`src/rtl/aes32_round_sequencer_pkg.sv`:
```
// +-----------------------------------------------------------------------+
// | aes32_round_sequencer_pkg: shared state encoding and sizing helpers   |
// | Rev 1.0                                                               |
// +-----------------------------------------------------------------------+
`default_nettype none

package aes32_round_sequencer_pkg;

  typedef enum logic [1:0] {
    ST_IDLE = 2'd0,
    ST_LOAD = 2'd1,
    ST_RUN  = 2'd2,
    ST_DONE = 2'd3
  } seq_state_t;

  localparam int c_NROUNDS_AES128 = 10;
  localparam int c_NROUNDS_AES192 = 12;
  localparam int c_NROUNDS_AES256 = 14;
  localparam int c_NROUNDS_MAX    = 14;

  // A single-round configuration still needs a 1-bit counter register.
  function automatic int cnt_width(input int n);
    return (n > 1) ? $clog2(n) : 1;
  endfunction

endpackage

`default_nettype wire

```
`src/rtl/aes32_round_sequencer_phase_ctr.sv`:
```
// +-----------------------------------------------------------------------+
// | aes32_round_sequencer_phase_ctr: enabled modulo-PERIOD phase counter  |
// | Rev 1.0                                                               |
// +-----------------------------------------------------------------------+
`default_nettype none

module aes32_round_sequencer_phase_ctr #(
  parameter int PERIOD = 8,
  parameter int WIDTH  = $clog2(PERIOD)
) (
  input  logic             clk,
  input  logic             rst,
  input  logic             i_clr,
  input  logic             i_en,
  output logic [WIDTH-1:0] o_phase,
  output logic             o_wrap
);

  localparam logic [WIDTH-1:0] c_LAST = WIDTH'(PERIOD - 1);

  logic [WIDTH-1:0] r_phase;

  always_ff @(posedge clk) begin
    if (rst || i_clr) begin
      r_phase <= '0;
    end else if (i_en) begin
      if (r_phase == c_LAST) r_phase <= '0;
      else                   r_phase <= r_phase + 1'b1;
    end
  end

  assign o_phase = r_phase;
  assign o_wrap  = i_en && (r_phase == c_LAST);

endmodule

`default_nettype wire

```
`src/rtl/aes32_round_sequencer.sv`:
```
// +-----------------------------------------------------------------------+
// | aes32_round_sequencer: randomness-gated control FSM for the masked   |
// | 32-bit AES round datapath. Rev 1.0                                    |
// +-----------------------------------------------------------------------+
`default_nettype none

module aes32_round_sequencer
  import aes32_round_sequencer_pkg::*;
#(
  parameter int NROUNDS  = 10,
  parameter int SBOX_LAT = 4
) (
  input  logic       clk,
  input  logic       rst,
  input  logic       in_valid,
  output logic       in_ready,
  input  logic       rnd_valid,
  output logic       rnd_ready,
  output logic       en_pipe,
  output logic       sel_load,
  output logic [3:0] en_state,
  output logic [1:0] col_idx,
  output logic       sb_issue,
  output logic       last_round,
  output logic [3:0] round_idx,
  output logic       out_valid,
  input  logic       out_ready
);

  localparam int c_PERIOD = SBOX_LAT + 4;
  localparam int c_PH_W   = $clog2(c_PERIOD);
  localparam int c_RND_W  = cnt_width(NROUNDS);

  localparam logic [c_RND_W-1:0] c_LAST_RND = c_RND_W'(NROUNDS - 1);
  localparam logic [c_PH_W-1:0]  c_WB_START = c_PH_W'(SBOX_LAT);
  localparam logic [c_PH_W-1:0]  c_ISSUE_END = c_PH_W'(4);

  seq_state_t         r_state;
  logic [c_RND_W-1:0] r_round;

  logic              w_run;
  logic              w_en_pipe;
  logic              w_wrap;
  logic [c_PH_W-1:0] w_phase;
  logic [c_PH_W-1:0] w_wb_off;
  logic              w_issue;
  logic              w_wb;

  assign w_run     = (r_state == ST_RUN);
  assign w_en_pipe = w_run && rnd_valid;

  aes32_round_sequencer_phase_ctr #(
    .PERIOD (c_PERIOD),
    .WIDTH  (c_PH_W)
  ) u_phase_ctr (
    .clk     (clk),
    .rst     (rst),
    .i_clr   (r_state == ST_LOAD),
    .i_en    (w_en_pipe),
    .o_phase (w_phase),
    .o_wrap  (w_wrap)
  );

  always_ff @(posedge clk) begin
    if (rst) begin
      r_state <= ST_IDLE;
      r_round <= '0;
    end else begin
      case (r_state)
        ST_IDLE: if (in_valid) r_state <= ST_LOAD;
        ST_LOAD: begin
          r_round <= '0;
          r_state <= ST_RUN;
        end
        ST_RUN: begin
          if (w_wrap) begin
            if (r_round == c_LAST_RND) r_state <= ST_DONE;
            else                       r_round <= r_round + 1'b1;
          end
        end
        ST_DONE: begin
          if (out_ready) begin
            r_state <= ST_IDLE;
            r_round <= '0;
          end
        end
        default: r_state <= ST_IDLE;
      endcase
    end
  end

  // Issue and writeback windows are decoded independently; they may overlap when SBOX_LAT < 4.
  assign w_issue  = w_run && (w_phase < c_ISSUE_END);
  assign w_wb     = w_en_pipe && (w_phase >= c_WB_START);
  assign w_wb_off = w_phase - c_WB_START;

  always_comb begin
    en_state = 4'h0;
    if (r_state == ST_LOAD) en_state = 4'hF;
    else if (w_wb)          en_state = 4'b0001 << w_wb_off;
  end

  assign in_ready   = (r_state == ST_IDLE);
  assign sel_load   = (r_state == ST_LOAD);
  assign out_valid  = (r_state == ST_DONE);
  assign en_pipe    = w_en_pipe;
  assign rnd_ready  = w_en_pipe;
  assign sb_issue   = w_issue;
  assign col_idx    = w_issue ? w_phase[1:0] : 2'd0;
  assign last_round = w_run && (r_round == c_LAST_RND);
  assign round_idx  = 4'(r_round);

endmodule

`default_nettype wire
```
`config.mk`:
```
export PLATFORM = sky130hd
export DESIGN_NAME = aes32_round_sequencer
export DESIGN_NICKNAME = d
export VERILOG_FILES = /design/src/rtl/aes32_round_sequencer_pkg.sv /design/src/rtl/aes32_round_sequencer_phase_ctr.sv /design/src/rtl/aes32_round_sequencer.sv
export SDC_FILE = /design/constraint.sdc
export NUM_CORES = 1
export LEC_CHECK = 0
export BUFFER_PORTS_ARGS = -buffer_cell sky130_fd_sc_hd__buf_2
export CAP_MARGIN = 20
export CORE_MARGIN = 3
export CORE_UTILIZATION = 52
export CTS_CLUSTER_SIZE = 28
export DETAILED_ROUTE_END_ITERATION = 8
export GPL_TIMING_DRIVEN = 0
export PLACE_DENSITY_LB_ADDON = 0.15
export SLEW_MARGIN = 20
export SYNTH_ARGS = -nofsm -noshare
export SYNTH_HDL_FRONTEND = slang
export SYNTH_HIERARCHICAL = 1
export SYNTH_SLANG_ARGS = --single-unit
```
`constraint.sdc`:
```
create_clock -name clk -period 3.2 [get_ports clk]
set_input_delay 0.48 -clock clk [delete_from_list [all_inputs] [get_ports clk]]
set_output_delay 0.48 -clock clk [all_outputs]
set_load 0.005 [all_outputs]
```
==> run_results.csv <==
group,metric,value,unit
sta,fin_setup_tns,0,ns
critical_path,arrival,2.32,ns
logic_synthesis,syn_nets,88,
cts,cts_resized,0,
global_route,grt.met2_usage,0.252,
global_route,grtUsageMet1,0.215,
cells_and_area,nets,114,
sta,finalClockSkew,0.00261,ns
global_route,track_usage,0.167,
logic_synthesis,ys_warn_count,6,
cells_and_area,area_growth,21.6,%
sta,hold_slack,0.499,ns
sta,setup_viol,0,
cts,insertion_delay,0.27,ns
die,die_y,42.4,um
routing,post_drt_wl_per_cell,12.3,um
sta,tightest_slew,0.467,ns
power_and_ir_drop,p_total,0.465,mW
die,rows,12,
die,initial_core_util,0.589,
critical_path,path_cells,"inv_1 -> ha_1 -> and2_2 -> and2_1 -> and2b_1 -> or3_4 -> o31ai_2 -> a21oi_1",
logic_synthesis,synth_seq_cells,9,
global_route,grt_busiest_layer,"met2",
placed_design,place.gp.congestion,0.790,
critical_path,reg2reg_from,"r_state[0]",
global_route,antenna_found_initial,0,
routing,drtIter0Drc,14,
logic_synthesis,synth_ff_type,"dfxtp_1",
cells_and_area,n_antenna_cell,0,
routing,avgViaCountPerCell,5.55,
cells_and_area,final_cell_area,838,um2
logic_synthesis,avgSynthCellArea,9.32,um2
routing,drc,0,
sta,slew_viol_final,0,
placed_design,hpwl,1100,um
critical_path,critPathSlowestCell,"or3_4",
critical_path,critPathBufInv,1,
worst_hold_path,hold_path.class,"in2reg",
routing,num_vias,627,
logic_synthesis,ys_async_sr_fraction,0,
cells_and_area,instances_no_fill,113,
logic_synthesis,yosys.area.top_type_share,0.261,
cts,cts_hold_buf,0,
sta,max_freq,0.463,GHz
cts,cts_setup_buffers,0,
cts,clk_pin_slew,0.07,ns
sta,final_hold_viol_count,0,
cts,numCtsBuffers,3,
critical_path,rr_worst_depth,8,
power_and_ir_drop,ir_drop,0.364,mV
global_route,grt-ovfl-total,0,
critical_path,r2r_slack,1.04,ns
power_and_ir_drop,power.leakage,0.435,nW
die,io-pin-count,22,
placed_design,place_area,812,um2
logic_synthesis,synthesis.area,689,um2
placed_design,placedCellCount,109,
logic_synthesis,synth_commonest_cells,"dfxtp_1, ha_1, inv_1",
die,design.core.area,1170,um2
job,max_cap_violations,0,
sta,rsz0062_at_grt,"no",
sta,fin_crit,2.16,ns
placed_design,dpl_worst_slack,1.05,ns
cts,cts_buffer_depth,2,
sta,setup_ws,1.04,ns
logic_synthesis,synth_cell_types,28,
die,fp.dieArea,1800,um2
logic_synthesis,syn_inst,74,
cells_and_area,fin_util,0.716,
global_route,grt_pass1_vias,493,
power_and_ir_drop,powerDensity,555,nW/um2
global_route,grt_max_degree,10,
sta,max_slew_margin,0.687,
placed_design,placement.io_buffers,21,
global_route,grt_pass1_wl,2210,um
cts,cts-root-buf,"clkbuf_4",
worst_hold_path,hold_depth,2,
routing,firstDrtPassIters,4,
global_route,grtUsageMet3,0.0258,
critical_path,end_kind,"flip-flop",
critical_path,crit_type,"reg2reg",
critical_path,worstReg2RegEnd,"round_idx[2]",
cts,cts_tree,"built",
critical_path,cp_max_fo,7,
logic_synthesis,synth_edf_count,0,
critical_path,start_kind,"flip-flop",
logic_synthesis,synth_area_leader_cell,"dfxtp_1",
routing,routed_wirelength,1390,um
die,dieWidth,42.4,um
logic_synthesis,ys_seq_area_frac,0.261,
sta,period_share,0.674,
worst_hold_path,holdPathEnd,"u_phase_ctr/o_phase[0]",
routing,antenna_left,0,
status,outcome,"finished, final reports clean",
cts,cts.sinks,9,
cells_and_area,final_layout_size_suffix_gt1_frac,0.343,
critical_path,path_delay_family,"simple AND/OR/NAND/NOR gates",
critical_path,cp.required,3.36,ns
cts,cts.htree.levels,1,
logic_synthesis,yosys-top-cells-area,"dfxtp_1, ha_1, nand4b_1, mux2i_1, a2111oi_4",
worst_hold_path,hp-start,"rst",
critical_path,cpPeakStageDelay,0.37,ns
cells_and_area,fillCellCount,93,
layout make-up:
class / instances / area, um2 / share of cell area
Buffer: 1 / 7.51 / 0.00896
Clock buffer: 4 / 26.3 / 0.0313
Inverter: 6 / 22.5 / 0.0269
Multi-Input combinational cell: 58 / 479 / 0.572
Sequential cell: 9 / 180 / 0.215
Tap cell: 14 / 17.5 / 0.0209
Timing Repair Buffer: 21 / 105 / 0.125
routing by layer:
| metal | part of all wire | wire length (um) |
|---|---|---|
| met4 | 0.028 | 39 |
| met5 | 0 | 0 |
| met3 | 0.040 | 55 |
| met2 | 0.49 | 673 |
| met1 | 0.45 | 618 |
sequential cells by signal, summed over array words and instances (netlist names):
register	flops
u_phase_ctr/o_phase	3
r_state	2
round_idx	4
where the power goes:
group          total, mW  switching [mW]  leakage, nW  internal, mW
Combinational      0.231           0.119        0.347         0.112
Clock             0.0948          0.0465       0.0150        0.0483
Sequential         0.140          0.0152       0.0730         0.124
kinds of logic (layout without fill, tap and decap cells):
| kind of cell | count (synthesis) | after routing | share of synthesized area |
|---|---|---|---|
| adder cells (fa/ha/maj) | 9 | 9 | 0.163 |
| multiplexers | 3 | 3 | 0.0436 |
| flip-flops | 9 | 9 | 0.261 |
| buffers and inverters | 7 | 32 | 0.0436 |
| AO/OA/AOI/OAI | 16 | 16 | 0.192 |
| AND/OR/NAND/NOR | 30 | 30 | 0.296 |
worst max path at each step:
stage	startpoint	endpoint	slack [ns]	depth (start not counted)
after floorplan	r_state[0]	round_idx[2]	1.21	8
after global placement	r_state[0]	round_idx[2]	1.08	8
after detailed placement	r_state[0]	round_idx[2]	1.05	8
after CTS	r_state[0]	round_idx[2]	1.04	8
after global routing	r_state[0]	round_idx[0]	0.87	8
final	r_state[0]	round_idx[2]	1.04	8
worst register-to-register path: stages (launching register included):
cell and delay [ns]:
dfxtp_1 0.34, inv_1 0.11, ha_1 0.29, and2_2 0.26
and2_1 0.14, and2b_1 0.22, or3_4 0.37, o31ai_2 0.22
a21oi_1 0.09
layout by cell type (no fill, tap or decap):
cell type	count
o21bai_1	2
nand2b_1	2
clkbuf_4	3
or3b_1	1
and2b_1	1
buf_4	1
a2111oi_4	1
clkbuf_1	1
and3_2	1
mux2i_1	3
nand4_1	1
o31ai_2	1
nor2b_1	4
buf_2	21
and2_2	1
a21oi_1	5
and3_1	1
nand3b_4	1
ha_1	9
and2_1	2
dfxtp_1	9
a31o_2	2
or3_4	1
nor3_1	5
a211oi_2	1
a211oi_1	1
o21ai_0	3
nand2_1	1
inv_1	6
nor2_1	4
nand4b_1	4
(Power assumes the default switching activity.)
